`config.mk`:
```
export PLATFORM = sky130hd
export DESIGN_NAME = instr_fetch_unit
export DESIGN_NICKNAME = d
export VERILOG_FILES = /design/src/rtl/instr_fetch_unit.sv
export SDC_FILE = /design/constraint.sdc
export NUM_CORES = 1
export LEC_CHECK = 0
export ABC_AREA = 0
export CAP_MARGIN = 15
export CORE_ASPECT_RATIO = 1.4
export CORE_MARGIN = 1
export CORE_UTILIZATION = 44
export CTS_CLUSTER_DIAMETER = 60
export DETAILED_ROUTE_END_ITERATION = 12
export PLACE_DENSITY = 0.93
export SKIP_LAST_GASP = 1
export SYNTH_ARGS = -nofsm -noshare
export SYNTH_HDL_FRONTEND = slang
export SYNTH_SLANG_ARGS = --single-unit
```
`constraint.sdc`:
```
create_clock -name clk -period 3.7 [get_ports clk]
set_input_delay 0.74 -clock clk [delete_from_list [all_inputs] [get_ports clk]]
set_output_delay 0.74 -clock clk [all_outputs]
set_load 0.02 [all_outputs]
```
`src/rtl/instr_fetch_unit.sv`:
```
`default_nettype none
// ============================================================================
// Module   : instr_fetch_unit
// Brief    : RISC-V fetch stage. Holds PC, fetches over imem req/ack, presents
//            the instruction until retire, applies redirects, counts retires.
// Revision : 1.0 - initial release
// ============================================================================
module instr_fetch_unit #(
    parameter int              XLEN     = 32,
    parameter logic [XLEN-1:0] RESET_PC = '0
) (
    input  logic            clk,
    input  logic            reset,
    output logic            imem_req,
    output logic [XLEN-1:0] imem_addr,
    input  logic [XLEN-1:0] imem_rdata,
    input  logic            imem_ack,
    input  logic            stall,
    input  logic            PCSrc,
    input  logic [XLEN-1:0] PCTarget,
    output logic [XLEN-1:0] Instr,
    output logic [XLEN-1:0] PC,
    output logic [XLEN-1:0] PCPlus4,
    output logic            instr_valid,
    output logic            fault,
    output logic [31:0]     instret
);

    localparam logic [XLEN-1:0] c_NOP  = XLEN'(32'h0000_0013);
    localparam logic [XLEN-1:0] c_FOUR = XLEN'(4);

    typedef enum logic [1:0] {
        S_BOOT  = 2'd0,
        S_FETCH = 2'd1,
        S_VALID = 2'd2,
        S_FAULT = 2'd3
    } state_t;

    state_t          r_state;
    state_t          w_state_next;
    logic [XLEN-1:0] r_pc;
    logic [XLEN-1:0] r_instr;
    logic            r_fault;
    logic [31:0]     r_instret;

    logic [XLEN-1:0] w_pc_plus4;
    logic [XLEN-1:0] w_pc_next;
    logic            w_retire;
    logic            w_take_fault;
    logic            w_capture;
    logic            w_req;
    logic            w_valid;

    assign w_pc_plus4   = r_pc + c_FOUR;
    assign w_pc_next    = PCSrc ? PCTarget : w_pc_plus4;
    assign w_retire     = (r_state == S_VALID) && !stall;
    // Only a taken redirect can misalign the PC; sequential PCs stay aligned.
    assign w_take_fault = w_retire && PCSrc && (PCTarget[1:0] != 2'b00);
    assign w_capture    = (r_state == S_FETCH) && imem_ack;

    always_comb begin
        w_state_next = r_state;
        w_req        = 1'b0;
        w_valid      = 1'b0;
        case (r_state)
            S_BOOT: begin
                w_state_next = S_FETCH;
            end
            S_FETCH: begin
                w_req = 1'b1;
                if (imem_ack) begin
                    w_state_next = S_VALID;
                end
            end
            S_VALID: begin
                w_valid = 1'b1;
                if (w_take_fault) begin
                    w_state_next = S_FAULT;
                end else if (w_retire) begin
                    w_state_next = S_FETCH;
                end
            end
            S_FAULT: begin
                w_state_next = S_FAULT;
            end
            default: begin
                w_state_next = S_BOOT;
            end
        endcase
    end

    always_ff @(posedge clk or posedge reset) begin
        if (reset) begin
            r_state <= S_BOOT;
        end else begin
            r_state <= w_state_next;
        end
    end

    always_ff @(posedge clk or posedge reset) begin
        if (reset) begin
            r_pc      <= RESET_PC;
            r_instr   <= c_NOP;
            r_fault   <= 1'b0;
            r_instret <= 32'd0;
        end else begin
            if (w_capture) begin
                r_instr <= imem_rdata;
            end
            if (w_retire) begin
                // The faulting instruction still counts as retired.
                r_instret <= r_instret + 32'd1;
                if (w_take_fault) begin
                    r_fault <= 1'b1;
                end else begin
                    r_pc <= w_pc_next;
                end
            end
        end
    end

    assign imem_req    = w_req;
    assign imem_addr   = r_pc;
    assign Instr       = r_instr;
    assign PC          = r_pc;
    assign PCPlus4     = w_pc_plus4;
    assign instr_valid = w_valid;
    assign fault       = r_fault;
    assign instret     = r_instret;

endmodule
`default_nettype wire

```
* Yosys cells after proc, flatten, opt, wreduce, memory -nomap -nowiden
Index checks and enable logic that the tools add are counted.
** Storage, ports and cells
- Bits in registers :: 99
- Bits of input ports :: 69
** Cells by class
- Add/sub/neg operators :: 2
- Equal/unequal tests :: 5
- Multiplexer cells :: 7
- Bitwise gates (word level) :: 1
- Reductions and logical operators :: 10
** Operators by type and width (number)
- $add 32x1->32 const B :: 1
- $add 32x3->32 const B :: 1
- $mux 32 :: 1
- $pmux 2 s4 :: 1
- $mux 2 :: 3
- $reduce_and 2->1 :: 3
- $eq 2x2->1 const B :: 2
- $logic_and 1x1->1 :: 4
- $ne 3x3->1 const B :: 1
- $eq 2x1->1 const B :: 1
- $logic_not 2->1 :: 1
- $mux 1 :: 2
- $ne 2x2->1 const B :: 1
- $reduce_bool 2->1 :: 1
- $logic_not 1->1 :: 1
- $not 1->1 :: 1

* Logic depth before layout (Yosys ltp)
Gate-level depths: netlist (run 1).
- Depth after elaboration :: 6
- Depth in mapped cells :: 6

* Worst setup path after synthesis (run 1)
Ideal clock, no wire load.
- Path type :: flip-flop to output port
- Start :: register r_pc[3] (netlist: PC[3])
- End :: output PCPlus4[24]
- Arrival time :: 2.019 ns
- Data required time :: 2.960 ns
- Setup slack :: 0.941 ns
- Stages on the path, launching flop included :: 6
- Buffers on the path :: 0
- Cells stage by stage :: dfrtp_1 > ha_1 > nand4_1 > nor4_2 > nand3_1 > xnor2_1
** On the way
- Cells in the longest elaborated chain, start to end :: 1
** RTL lines
- start, declared :: line 41 : logic [XLEN-1:0] r_pc;
- start signal, assigned :: line 116 : r_pc <= w_pc_next;
- $add 32x3->32 :: line 54 : assign w_pc_plus4 = r_pc + c_FOUR;
- end, declared :: line 23 : output logic [XLEN-1:0] PCPlus4,
Every way passes these cells.

* Worst setup path in the final report (run 1)
- Start :: register r_pc[4] (netlist: PC[4])
- End :: output PCPlus4[23]
The elaborated chain is that of the path after synthesis.

==> results.cfg, run 1 <==
[status]
status = complete, no violations

[final_layout]
n_antenna_cell = 0
drive_gt1_frac = 0.110
n_fill_cell = 936
multiInputGateArea_mm2 = 0.00262
nNetsFinal = 829
syn_to_final_growth_pct = 44.9
finalNonFillerCells = 913
final_util = 0.656
seq_area_mm2 = 0.00248

[sta]
fin_crit_ns = 3.56
fin_skew_ns = 0.00816
slew_violations = 0
hold_viol = 0
finalSetupViolations = 0
setup_slack_ns = 0.136
fin_tns_setup_ns = 0
worst_slew_margin_rel = 0.333
finalCritPeriodShare = 0.963
rsz0062_at_grt = no
max_freq_mhz = 281
worstMarginPinSlew_ns = 0.993

[clock_tree]
cts_max_path_buffers = 2
htreeDepth = 3
clock_sinks = 99
numCtsBuffers = 9
clock_latency_ns = 0.33
tritoncts = yes
clockRootBuffer = clkbuf_16
clk_pin_slew_ns = 0.07
cts_hold_buf = 0

[pwr]
clockPowerShare = 0.288
power_leakage_nw = 3.26
p_per_area_mw_per_mm2 = 397
power.switching_mw = 1.01
p_total_mw = 3.21
p_int_mw = 2.19
combPwrFrac = 0.297
pwr-share-seq = 0.414
swShare = 0.316
vdd_drop_max_mv = 0.268

[drt]
routed_wl_um = 16200
drtIter0Drc = 210
drc_errors = 0
viasPerCell = 5.66
firstDrtPassIters = 4
wl_per_cell_um = 17.7
vias = 5170
ant_nets = 0

[floorplan]
rows = 48
die-area_mm2 = 0.0131
core_area_mm2 = 0.0123
chipWidth_um = 97.1
io_pins = 232
initial_core_util = 0.453
die_h_um = 135

[setup_path]
path_class = reg -> out
critPathMaxFanout = 11
cp-end-kind = output port
start_kind = flop
required_ns = 2.96
arrival_ns = 2.82

[place]
io_buffers = 231
dp_hpwl_um = 11800
pre_cts_ws_ns = 0.476
place_congestion = 0.866
place_inst = 896

[grt]
grt_pass1_wl_um = 25400
grt_pass1_vias = 4948
antenna_found_initial = 0
track_usage = 0.242
grt_max_degree = 65
grt_overflow_total = 0

[logic_synthesis]
synth_edf_count = 0
synth-main-ff-cell = dfrtp_1
async_flop_share = 1.00
avgSynthCellArea_um2 = 9.76
netlist_area_mm2 = 0.00558
syn_nets = 642
ys_ff_latch = 99
ys_types = 56
yosys_warnings = 0
syn_inst = 571
synth-seq-area-share = 0.445

[hold_path]
min_path_type = reg -> reg

[run]
max_cap_violations = 0
==> area by class of cell <==
| class | count | area share |
|---|---|---|
| well taps | 150 | 0.0232 |
| inverters | 15 | 0.00728 |
| repair buffers | 248 | 0.301 |
| clock inverters | 6 | 0.00681 |
| clock buffers | 10 | 0.0296 |
| flip-flops and latches | 99 | 0.307 |
| multi-input cells | 385 | 0.325 |
==> worst max-delay path: stages, from the launching register on <==
cell	delay (ns)
dfrtp_1	0.57
nand4_4	0.20
or4_4	0.61
nor3_1	0.31
xor2_1	0.18
clkdlybuf4s50_1	0.62
==> power groups by stage <==
stage	combinational (mW)	clock (mW)	sequential, mW
final	0.954	0.925	1.33
after global routing	1.00	0.992	1.35
after CTS	0.958	0.950	1.33
after detailed placement	0.951	0	1.35
after global placement	0.941	0	1.34
after floorplan	0.352	0	1.47
==> repair_timing <==
action	in CTS	in global routing
endpoints found under the hold margin	0	0
resized for setup	0	1
setup buffers	0	1
setup endpoints to repair	0	3
==> cell families (layout without fill, tap and decap cells) <==
| family | count (synthesis) | after routing | synth area share |
|---|---|---|---|
| DFF | 99 | 99 | 0.445 |
| xor gates and xnor gates | 57 | 57 | 0.0895 |
| muxes | 33 | 33 | 0.0664 |
| adders and majority gates | 2 | 2 | 0.00449 |
| and+or+nand+nor | 197 | 197 | 0.193 |
| AOI/OAI and AO/OA | 96 | 96 | 0.115 |
| buffers and inverters | 87 | 279 | 0.0866 |
==> flip-flops by register name (all words and copies together) (netlist names) <==
name     count
Instr       32
r_state      2
PC          32
fault        1
instret     32
==> path summary, 6_finish.rpt <==
| check | slack [ns] | cells past startpoint | endpoint | from |
|---|---|---|---|---|
| max | 0.14 | 5 | PCPlus4[23] | PC[4]$_DFFE_PP0P_ |
| min | 0.48 | 1 | instret[31]$_DFFE_PP0N_ | instret[31]$_DFFE_PP0N_ |
| max reg2reg | 1.59 | 4 | instret[26]$_DFFE_PP0N_ | instret[3]$_DFFE_PP0N_ |
| min reg2reg | 0.48 | 1 | instret[31]$_DFFE_PP0N_ | instret[31]$_DFFE_PP0N_ |
| max in group asynchronous | 2.05 | 3 | r_state[0]$_DFFE_PP0P_ | reset |
| min in group asynchronous | 0.86 | 2 | Instr[30]$_DFFE_PP0P_ | reset |
==> placed cells by master (no fill, tap or decap), types with 11 or more instances in the layout <==
cell | Yosys | final
nor2_1 | 19 | 19
o21ai_0 | 27 | 26
inv_1 | 15 | 14
xor2_1 | 11 | 11
clkdlybuf4s50_1 | 0 | 230
xnor2_1 | 46 | 46
nand3_1 | 35 | 35
mux2_2 | 32 | 32
nand4_1 | 26 | 26
buf_4 | 37 | 17
a21oi_1 | 18 | 18
nor3_1 | 28 | 28
nand2_1 | 46 | 46
dfrtp_1 | 96 | 96
==> layer usage <==
layer	GRT usage	routed length (µm)
met2	0.450	8520
met4	0.0854	383
met5	0	0
met1	0.262	5970
met3	0.0650	1320
==> per-stage QoR <==
step	area (µm²)	hold WS, ns
after global placement	7780	0.454
after CTS	8070	0.493
after floorplan	5580	0.541
final	8080	0.482
after global routing	8080	0.504
after detailed placement	7780	0.477
==> Yosys cell counts (all sizes together), types with 4 or more instances <==
library cell   n  share of area
and2           7         0.0079
a211o          6         0.0094
nor2          19          0.013
buf           51          0.062
xor2          11          0.017
mux2          32          0.065
a311o          6          0.011
a22oi          6         0.0081
nor3          28          0.025
o2bb2ai        6         0.0094
xnor2         46          0.072
clkbuf        21          0.014
o21ai         27          0.024
and3           8         0.0090
nand3         35          0.031
nor4           9          0.016
nand4         27          0.033
nand2         46          0.031
a21oi         18          0.016
o211ai        10          0.013
and4           4         0.0065
inv           15          0.010
dfrtp         96           0.43
Power figures use the tool's default switching activity.
==> run 2, diff against run 1 <==
--- a/config.mk
+++ b/config.mk
@@ -9,10 +9,11 @@
 export CAP_MARGIN = 15
 export CORE_ASPECT_RATIO = 1.4
 export CORE_MARGIN = 1
-export CORE_UTILIZATION = 44
+export CORE_UTILIZATION = 45
+export CTS_BUF_LIST = sky130_fd_sc_hd__clkbuf_2
 export CTS_CLUSTER_DIAMETER = 60
 export DETAILED_ROUTE_END_ITERATION = 12
-export PLACE_DENSITY = 0.93
+export PLACE_DENSITY = 0.95
 export SKIP_LAST_GASP = 1
 export SYNTH_ARGS = -nofsm -noshare
 export SYNTH_HDL_FRONTEND = slang
==> results.cfg, run 2 (synthesis results as in run 1) <==
[status]
status = complete, no violations

[grt]
grt_pass1_wl_um = 25400
antenna_found_initial = 0
track_usage = 0.256
grt_pass1_vias = 5098
grt_max_degree = 44
grt_overflow_total = 0

[final_layout]
final_util = 0.676
syn_to_final_growth_pct = 44.7
drive_gt1_frac = 0.152
nNetsFinal = 842
finalNonFillerCells = 923
final_cell_mix = clkdlybuf4s50_1, dfrtp_1, nand2_1, xnor2_1, nand3_1
n_antenna_cell = 0
n_fill_cell = 873
final_common_cell = clkdlybuf4s50_1

[clock_tree]
clock_latency_ns = 0.55
htreeDepth = 3
numCtsBuffers = 9
tritoncts = yes
cts_max_path_buffers = 2
clock_sinks = 99
cts_hold_buf = 0
clk_pin_slew_ns = 0.30
clockRootBuffer = clkbuf_2

[drt]
drtIter0Drc = 304
wl_per_cell_um = 18.1
vias = 5281
viasPerCell = 5.72
ant_nets = 0
drc_errors = 0
firstDrtPassIters = 6
routed_wl_um = 16700

[floorplan]
chipWidth_um = 96.1
die_h_um = 134
rows = 47
core_area_mm2 = 0.0119
die-area_mm2 = 0.0128
initial_core_util = 0.467
io_pins = 232

[pwr]
pwr-share-seq = 0.472
vdd_drop_max_mv = 0.298
power.switching_mw = 0.982
p_int_mw = 1.83
power_leakage_nw = 3.26
clockPowerShare = 0.173
p_per_area_mw_per_mm2 = 348
p_total_mw = 2.81
combPwrFrac = 0.355
swShare = 0.350

[setup_path]
cp_cell_sequence = nand4_1 > buf_4 > nor4_2 > buf_4 > nand3_1 > xnor2_1 > clkdlybuf4s50_1
start_kind = flop
cp-end-kind = output port
path_class = reg -> out
cpMaxStageDelayCell = clkdlybuf4s50_1
crit_top_cell = buf_4
arrival_ns = 2.85
required_ns = 2.96
crit_path_max_incr_delay_ns = 0.63
critPathMaxFanout = 11

[sta]
fin_crit_ns = 3.59
rsz0062_at_grt = yes
slew_violations = 0
worst_slew_margin_rel = 0.359
finalCritPeriodShare = 0.969
max_freq_mhz = 279
hold_viol = 0
finalSetupViolations = 0
worstMarginPinSlew_ns = 0.953
fin_skew_ns = 0.0385
fin_tns_setup_ns = 0

[place]
place_inst = 892
dp_hpwl_um = 12100
place_congestion = 0.867
io_buffers = 231

[run]
max_cap_violations = 0

[hold_path]
min_path_type = reg -> reg
## run 2: changes by cell type in the layout (fill, tap and decap cells not counted), moves of 4 or more
cell and change:
buf_4 +12, clkbuf_16 -9, clkbuf_2 +10, clkdlybuf4s50_1 -12
clkinvlp_4 +4, dfrtp_1 -17, dfrtp_2 +17, dlymetal6s2s_1 +10
## run 2: critical path: cells and delay by family, from the launching register on
kind	cells	cell delay, ns
buffers and inverters	3	1.06
AND/OR/NAND/NOR	3	0.58
flip-flops	1	0.51
XOR/XNOR	1	0.16
## run 2: cell type report
class	count	area [µm²]	area share
repair buffers	261	2570	0.318
well taps	147	184	0.0228
clock buffers	10	50.0	0.00620
inverters	15	58.8	0.00729
clock inverters	6	50.0	0.00620
flip-flops and latches	99	2500	0.310
multi-input cells	385	2650	0.329
## run 2: final timing paths
kind / from / endpoint / slack (ns) / cells after the start
worst min-delay path: fault$_DFFE_PP0P_ / fault$_DFFE_PP0P_ / 0.50 / 1
min in group asynchronous: reset / PC[2]$_DFFE_PP0P_ / 0.57 / 2
worst max register to register: instret[3]$_DFFE_PP0N_ / instret[21]$_DFFE_PP0N_ / 1.56 / 4
worst max-delay path: PC[8]$_DFFE_PP0P_ / PCPlus4[24] / 0.11 / 7
worst min register to register: fault$_DFFE_PP0P_ / fault$_DFFE_PP0P_ / 0.50 / 1
max in group asynchronous: reset / Instr[4]$_DFFE_PP1P_ / 2.37 / 3
## run 2: metrics by stage
stage | setup slack, ns | hold slack, ns | instance area [µm²]
after floorplan | 0.375 | 0.541 | 5580
after global placement | 0.498 | 0.439 | 7780
after detailed placement | 0.436 | 0.447 | 7780
after CTS | -0.00897 | 0.505 | 7940
after global routing | -0.108 | 0.519 | 8070
final | 0.114 | 0.500 | 8070
## run 2: routing by layer
layer / wire (µm) / part of all wire / track usage
met4: 489 / 0.029 / 0.0987
met2: 8800 / 0.53 / 0.463
met3: 1580 / 0.094 / 0.0696
met5: 0 / 0 / 0
met1: 5870 / 0.35 / 0.275
## run 2: what timing repair did
item,in CTS,in global routing
setup endpoints to repair,16,15
pin swaps,0,2
hold endpoints to repair,0,0
resized for setup,18,17
setup buffers,5,10
## run 2: power groups by stage
stage | clock network [mW] | logic (mW) | registers [mW]
2_1_floorplan | 0 | 0.352 | 1.47
3_3_place_gp | 0 | 0.938 | 1.34
3_5_place_dp | 0 | 0.950 | 1.36
4_1_cts | 0.505 | 0.986 | 1.33
5_1_grt | 0.546 | 1.05 | 1.35
6_report | 0.486 | 0.997 | 1.33
